**config.mk**
```make
export PLATFORM = sky130hd
export DESIGN_NAME = am2940_controller_flat
export DESIGN_NICKNAME = d
export VERILOG_FILES = /design/src/rtl/am2940_controller_if.sv /design/src/rtl/am2940_controller.sv /design/src/flat_wrapper.sv
export SDC_FILE = /design/constraint.sdc
export NUM_CORES = 1
export LEC_CHECK = 0
export CAP_MARGIN = 5
export CORE_ASPECT_RATIO = 0.6
export CORE_UTILIZATION = 51
export CTS_CLUSTER_DIAMETER = 30
export CTS_CLUSTER_SIZE = 30
export DETAILED_ROUTE_END_ITERATION = 8
export HOLD_SLACK_MARGIN = 0.03
export PLACE_DENSITY = 0.79
export SLEW_MARGIN = 20
export SYNTH_ARGS = -nofsm -noshare
export SYNTH_HDL_FRONTEND = slang
export SYNTH_SLANG_ARGS = --single-unit
```
**constraint.sdc**
```tcl
create_clock -name clk -period 2.9 [get_ports clk]
set_input_delay 0.87 -clock clk [delete_from_list [all_inputs] [get_ports clk]]
set_output_delay 0.87 -clock clk [all_outputs]
set_load 0.05 [all_outputs]
```
**src/rtl/am2940_controller_if.sv**
```systemverilog
// Instruction, data-bus and address-path control signals of the Am2940-style controller.
// The master side drives instructions and bus data; the slave side is the controller.
interface am2940_controller_if;
    logic [2:0] instr;
    logic       instr_valid;
    logic [3:0] bus_data_in;
    logic [3:0] addr_in;
    logic       cnte;
    logic [3:0] bus_data_out;
    logic       bus_oe;
    logic       plar;
    logic       plac;
    logic       sela;
    logic       ena;
    logic       inca;
    logic       aci;
    logic       done;
    logic       busy;

    modport master (
        output instr, instr_valid, bus_data_in, addr_in, cnte,
        input  bus_data_out, bus_oe, plar, plac, sela, ena, inca, aci, done, busy
    );

    modport slave (
        input  instr, instr_valid, bus_data_in, addr_in, cnte,
        output bus_data_out, bus_oe, plar, plac, sela, ena, inca, aci, done, busy
    );
endinterface

```
**src/rtl/am2940_controller.sv**
```systemverilog
// Am2940-style DMA address/word-count controller: control, word-count and transfer FSM.
// Optional AM2940_AUTO_REINIT_EN: DONE lasts one cycle and then reinitialises into IDLE.
module am2940_controller (
    input logic                clk,
    input logic                res,
    am2940_controller_if.slave bus
);

    localparam logic [2:0] InstrWrCr     = 3'd0;
    localparam logic [2:0] InstrRdCr     = 3'd1;
    localparam logic [2:0] InstrRdWc     = 3'd2;
    localparam logic [2:0] InstrRdAddr   = 3'd3;
    localparam logic [2:0] InstrReinit   = 3'd4;
    localparam logic [2:0] InstrLoadAddr = 3'd5;
    localparam logic [2:0] InstrLoadWc   = 3'd6;
    localparam logic [2:0] InstrEnable   = 3'd7;

    localparam logic [1:0] ModeDec   = 2'b00;
    localparam logic [1:0] ModeInc   = 2'b01;
    localparam logic [1:0] ModeAddr  = 2'b10;
    localparam logic [1:0] ModeCycle = 2'b11;

    typedef enum logic [1:0] {
        StIdle,
        StRun,
        StDone
    } state_e;

    state_e     state_q, state_d;
    logic [3:0] cr_q, cr_d;
    logic [3:0] wcr_q, wcr_d;
    logic [3:0] wc_q, wc_d;
    logic       pulse_q, pulse_d;

    logic [1:0] mode;
    logic [3:0] wc_inc;
    logic [3:0] wc_dec;
    logic [3:0] wc_reinit;
    logic       wc_zero;
    logic       wc_one;
    logic       terminal;
    logic       start_done;

    assign mode      = cr_q[1:0];
    assign wc_inc    = wc_q + 4'd1;
    assign wc_dec    = wc_q - 4'd1;
    assign wc_zero   = (wc_q == 4'd0);
    assign wc_one    = (wc_q == 4'd1);
    // Count-up mode always restarts from zero; the others restart from the stored count.
    assign wc_reinit = (mode == ModeInc) ? 4'd0 : wcr_q;

    // Stop conditions evaluated while running, before any step is taken.
    always_comb begin
        terminal = 1'b0;
        case (mode)
            ModeAddr: terminal = (bus.addr_in == wcr_q);
            ModeInc:  terminal = 1'b0;
            default:  terminal = wc_zero;
        endcase
    end

    assign start_done = ((mode == ModeDec) || (mode == ModeCycle)) && wc_zero;

    always_comb begin
        state_d          = state_q;
        cr_d             = cr_q;
        wcr_d            = wcr_q;
        wc_d             = wc_q;
        pulse_d          = 1'b0;
        bus.bus_oe       = 1'b0;
        bus.bus_data_out = 4'd0;
        bus.plar         = 1'b0;
        bus.plac         = 1'b0;
        bus.sela         = 1'b0;
        bus.ena          = 1'b0;
        bus.aci          = 1'b0;

        case (state_q)
            StRun: begin
                if (terminal) begin
                    state_d = StDone;
                end else if (bus.cnte && !bus.instr_valid) begin
                    bus.ena = 1'b1;
                    bus.aci = 1'b1;
                    case (mode)
                        ModeInc: begin
                            wc_d = wc_inc;
                            if (wc_inc == wcr_q) begin
                                state_d = StDone;
                            end
                        end
                        ModeAddr: begin
                            wc_d = wc_dec;
                        end
                        ModeCycle: begin
                            if (wc_one) begin
                                wc_d    = wcr_q;
                                pulse_d = 1'b1;
                            end else begin
                                wc_d = wc_dec;
                            end
                        end
                        default: begin
                            wc_d = wc_dec;
                            if (wc_one) begin
                                state_d = StDone;
                            end
                        end
                    endcase
                end
            end
            StDone: begin
`ifdef AM2940_AUTO_REINIT_EN
                // An explicit instruction in the DONE cycle takes precedence over the reinit.
                if (!bus.instr_valid) begin
                    bus.plac = 1'b1;
                    bus.sela = 1'b1;
                    wc_d     = wc_reinit;
                    state_d  = StIdle;
                end
`endif
            end
            default: ;
        endcase

        if (bus.instr_valid) begin
            unique case (bus.instr)
                InstrWrCr: begin
                    cr_d    = bus.bus_data_in;
                    state_d = StIdle;
                end
                InstrRdCr: begin
                    bus.bus_oe       = 1'b1;
                    bus.bus_data_out = cr_q;
                end
                InstrRdWc: begin
                    bus.bus_oe       = 1'b1;
                    bus.bus_data_out = wc_q;
                end
                InstrRdAddr: begin
                    bus.bus_oe       = 1'b1;
                    bus.bus_data_out = bus.addr_in;
                end
                InstrReinit: begin
                    bus.plac = 1'b1;
                    bus.sela = 1'b1;
                    wc_d     = wc_reinit;
                    state_d  = StIdle;
                end
                InstrLoadAddr: begin
                    bus.plar = 1'b1;
                    bus.plac = 1'b1;
                    state_d  = StIdle;
                end
                InstrLoadWc: begin
                    wcr_d   = bus.bus_data_in;
                    wc_d    = (mode == ModeInc) ? 4'd0 : bus.bus_data_in;
                    state_d = StIdle;
                end
                InstrEnable: begin
                    if (state_q != StRun) begin
                        state_d = start_done ? StDone : StRun;
                    end
                end
            endcase
        end
    end

    assign bus.inca = ~cr_q[2];
    assign bus.busy = (state_q == StRun);
    assign bus.done = (state_q == StDone) || pulse_q;

    always_ff @(posedge clk) begin
        if (!res) begin
            state_q <= StIdle;
            cr_q    <= 4'd0;
            wcr_q   <= 4'd0;
            wc_q    <= 4'd0;
            pulse_q <= 1'b0;
        end else begin
            state_q <= state_d;
            cr_q    <= cr_d;
            wcr_q   <= wcr_d;
            wc_q    <= wc_d;
            pulse_q <= pulse_d;
        end
    end

endmodule

```
**src/flat_wrapper.sv**
```systemverilog
// flat-port wrapper written by rule: the top's interface ports become plain ports
module am2940_controller_flat 
  (clk, res, bus_instr, bus_instr_valid, bus_bus_data_in, bus_addr_in, bus_cnte, bus_bus_data_out, bus_bus_oe, bus_plar, bus_plac, bus_sela, bus_ena, bus_inca, bus_aci, bus_done, bus_busy);
  am2940_controller_if bus_i ();
  input logic clk;
  input logic res;
  input wire logic [$bits(bus_i.instr)-1:0] bus_instr;
  input wire logic [$bits(bus_i.instr_valid)-1:0] bus_instr_valid;
  input wire logic [$bits(bus_i.bus_data_in)-1:0] bus_bus_data_in;
  input wire logic [$bits(bus_i.addr_in)-1:0] bus_addr_in;
  input wire logic [$bits(bus_i.cnte)-1:0] bus_cnte;
  output wire logic [$bits(bus_i.bus_data_out)-1:0] bus_bus_data_out;
  output wire logic [$bits(bus_i.bus_oe)-1:0] bus_bus_oe;
  output wire logic [$bits(bus_i.plar)-1:0] bus_plar;
  output wire logic [$bits(bus_i.plac)-1:0] bus_plac;
  output wire logic [$bits(bus_i.sela)-1:0] bus_sela;
  output wire logic [$bits(bus_i.ena)-1:0] bus_ena;
  output wire logic [$bits(bus_i.inca)-1:0] bus_inca;
  output wire logic [$bits(bus_i.aci)-1:0] bus_aci;
  output wire logic [$bits(bus_i.done)-1:0] bus_done;
  output wire logic [$bits(bus_i.busy)-1:0] bus_busy;
  assign bus_i.instr = bus_instr;
  assign bus_i.instr_valid = bus_instr_valid;
  assign bus_i.bus_data_in = bus_bus_data_in;
  assign bus_i.addr_in = bus_addr_in;
  assign bus_i.cnte = bus_cnte;
  assign bus_bus_data_out = bus_i.bus_data_out;
  assign bus_bus_oe = bus_i.bus_oe;
  assign bus_plar = bus_i.plar;
  assign bus_plac = bus_i.plac;
  assign bus_sela = bus_i.sela;
  assign bus_ena = bus_i.ena;
  assign bus_inca = bus_i.inca;
  assign bus_aci = bus_i.aci;
  assign bus_done = bus_i.done;
  assign bus_busy = bus_i.busy;
  am2940_controller u_core (.clk(clk), .res(res), .bus(bus_i));
endmodule
```
==> flow_metrics.tcl, run 1 <==
set metrics [dict create \
    htreeDepth 1 \
    synth_area_mm2 0.00132 \
    final.min_clock_period_ns 2.90 \
    wl_um 5080 \
    drtIter0Drc 169 \
    dp_cells 238 \
    grt_use_met3_pct 12.2 \
    grt_use_met1_pct 48.2 \
    crit_family "buffers and inverters" \
    ir_drop_v 0.000311 \
    r2r_start "u_core.wc_q[0]" \
    grtUsageMet2_pct 64.1 \
    seq_area_frac_synth_pct 22.8 \
    overflow 0 \
    busiest_layer "met2" \
    synth_top_area_share_pct 22.8 \
    num_vias 1633 \
    nets 241 \
    rsz0062_at_grt "no" \
    p_leak_nw 0.792 \
    synth-seq-cells 15 \
    io_buffer_count 27 \
    ys_warn_count 0 \
    grt_pass1_wl_um 7490 \
    relSlewSlack_pct 58.3 \
    arrival_ns 2.03 \
    p_seq_share_pct 37.7 \
    yosysTopAreaCell "dfxtp_1" \
    antenna_cells 0 \
    critPathKind "in -> out" \
    wire_per_inst_um 20.6 \
    drcViolationCount 0 \
    timing.critical_path.buf_inv 4 \
    clock_path_buffers 2 \
    endpoint_kind "output pin" \
    cts_tree "built" \
    hold_buffers 0 \
    synth_edf_count 0 \
    hold_viol_final 0 \
    p_int_uw 391 \
    final_cells 247 \
    crit_start "bus_instr[0]" \
    drive_above_1_share_pct 28.1 \
    grt_pass1_vias 1489 \
    async_reset_ff_share_pct 0 \
    grt_max_degree 18 \
    failed_checks "negative setup slack" \
    clkTransAtPathRegs_ns 0.07 \
    fin_crit_sh_pct 100 \
    dieHeight_um 41.4 \
    dp_slack_ns -0.306 \
    clock_latency_ns 0.26 \
    slew_violations 0 \
    globalplace.congestion 0.975 \
    die_w_um 67.7 \
    pwr-share-comb_pct 30.9 \
    start_util_pct 57.5 \
    synth_area_leaders "dfxtp_1, ha_1, mux2i_1" \
    power_density_mw_per_mm2 293 \
    required_ns 2.03 \
    finalSetupTns_ns -0.00278 \
    synth_ff_type "dfxtp_1" \
    synth.net_count 193 \
    nFillCells 106 \
    startpoint_type "input pin" \
    status "finished, violations left" \
    worstPathCellList "clkdlybuf4s15_1 -> buf_6 -> buf_4 -> nand2_1 -> o21ai_1 -> a22oi_2 -> nor2_4 -> buf_12" \
    synth.avg_cell_area_um2 7.76 \
    firstDrtPassIters 7 \
    cts-buffers-inserted 3 \
    fmax_mhz 344 \
    netlist_instances 170 \
    hp-class "reg -> reg" \
    worst_pin_slew_ns 0.623 \
    critPathMaxFanout 5 \
    finalClockSkew_ns 0.00299 \
    ant_nets 0 \
    place.detailed.hpwl_um 3370 \
    vias_per_cell 6.61 \
    die_area_mm2 0.00280 \
    setup_viol 1 \
    switching_share_pct 33.5 \
    synth_cell_types 43 \
    slowest_delay_ns 0.24 \
    syn_to_final_growth_pct 51.8 \
    hold_start "u_core.state_q[1]" \
    pin_count 28 \
    cap_viol_max_count 0 \
    antenna_found_initial 0 \
    cts_root_buffer "clkbuf_8" \
    cts_sinks 15 \
    p_clk_share_pct 31.3 \
    fp-row-count 13 \
    core_area_mm2 0.00229 \
    track_usage_pct 39.1 \
    fin_ws_ns -0.00278 \
    net-switching-power_uw 197 \
    crit_path_top_delay_cell "a22oi_2" \
]
==> worst min-delay path, stage by stage, from the launching register on <==
cell	delay [ns]
dfxtp_1	0.35
a221oi_1	0.06
o22ai_1	0.11
==> sequential cells by signal, indices dropped and copies added (netlist names) <==
name            count
u_core.pulse_q      1
u_core.wc_q         4
u_core.wcr_q        4
u_core.cr_q         4
u_core.state_q      2
==> stage by stage <==
step                      power [mW]  instance area (um2)  util, %  hold slack (ns)
final                          0.587                 2000     87.3            0.564
after global routing           0.604                 2000     87.3            0.610
after CTS                      0.571                 1980     86.5            0.568
after detailed placement       0.383                 1830     79.8            0.547
after global placement         0.376                 1830     79.8            0.524
after floorplan                0.311                 1320        -            0.483
==> routing by layer <==
metal | wire length, um | vias up | part of all wire (%)
li1 | - | 700 | -
met1 | 2000 | 730 | 39
met2 | 2160 | 154 | 42
met3 | 626 | 49 | 12
met4 | 294 | 0 | 5.8
met5 | 0 | - | 0
==> cell families after synthesis <==
family,Yosys count,share of synthesized area [%]
buffers and inverters,19,6.55
XOR/XNOR,11,7.31
adder cells (fa/ha/maj),8,7.59
multiplexers,9,6.93
AO/OA/AOI/OAI,45,24.6
AND/OR/NAND/NOR,63,24.3
flip-flops,15,22.8
==> final cells by class <==
class / instances / area, um2 / area share, %
Clock buffer: 3 / 41.3 / 2.06
Clock inverter: 1 / 7.51 / 0.375
Inverter: 11 / 43.8 / 2.19
Multi-Input combinational cell: 136 / 1020 / 51.1
Sequential cell: 15 / 300 / 15.0
Tap cell: 30 / 37.5 / 1.88
Timing Repair Buffer: 51 / 549 / 27.4
==> power groups by stage <==
stage	Clock (mW)	Sequential, mW	Combinational, mW
6_report	0.184	0.222	0.182
5_1_grt	0.193	0.222	0.190
4_1_cts	0.181	0.221	0.170
3_5_place_dp	0	0.225	0.158
3_3_place_gp	0	0.224	0.152
2_1_floorplan	0	0.220	0.0905
==> placed cells by master, fill, tap and decap left out, types with 9 or more instances in the layout <==
| cell type | n |
|---|---|
| buf_12 | 10 |
| buf_4 | 22 |
| clkdlybuf4s50_1 | 9 |
| dfxtp_1 | 15 |
| inv_1 | 10 |
| nand2_1 | 19 |
| nand3_1 | 9 |
| xnor2_1 | 9 |
==> Yosys cell counts, drive strengths merged (2+ instances only) <==
master	n
nor2b	7
and3	2
nand2b	3
a21o	2
nand2	19
buf	4
clkbuf	4
mux2i	8
inv	11
a21boi	6
a221oi	3
nand3	9
xor2	2
dfxtp	15
o21ai	10
nor2	13
nor3	3
o22ai	3
a22oi	5
xnor2	9
o211ai	2
o31ai	2
ha	8
a21oi	6
==> timing repair <==
item | CTS | global route
pin swaps | 10 | 4
setup endpoints to repair | 9 | 6
buffers inserted | 5 | 0
resized for setup | 31 | 6
==> worst paths after layout <==
path         depth (start not counted)                  end  slack (ns)
min reg2reg                          2    u_core.state_q[1]        0.56
max reg2reg                          9       u_core.wc_q[1]        0.73
min                                  2    u_core.state_q[1]        0.56
max                                  8  bus_bus_data_out[1]      -0.003
Power figures use the tool's default switching activity.
==> inputs of run 2 (changes only) <==
--- a/config.mk
+++ b/config.mk
@@ -8,7 +8,6 @@
 export CAP_MARGIN = 5
 export CORE_ASPECT_RATIO = 0.6
 export CORE_UTILIZATION = 51
-export CTS_CLUSTER_DIAMETER = 30
 export CTS_CLUSTER_SIZE = 30
 export DETAILED_ROUTE_END_ITERATION = 8
 export HOLD_SLACK_MARGIN = 0.03
==> results of run 2 <==
Same layout as run 1: the final DEF is identical, and so are final timing and power.
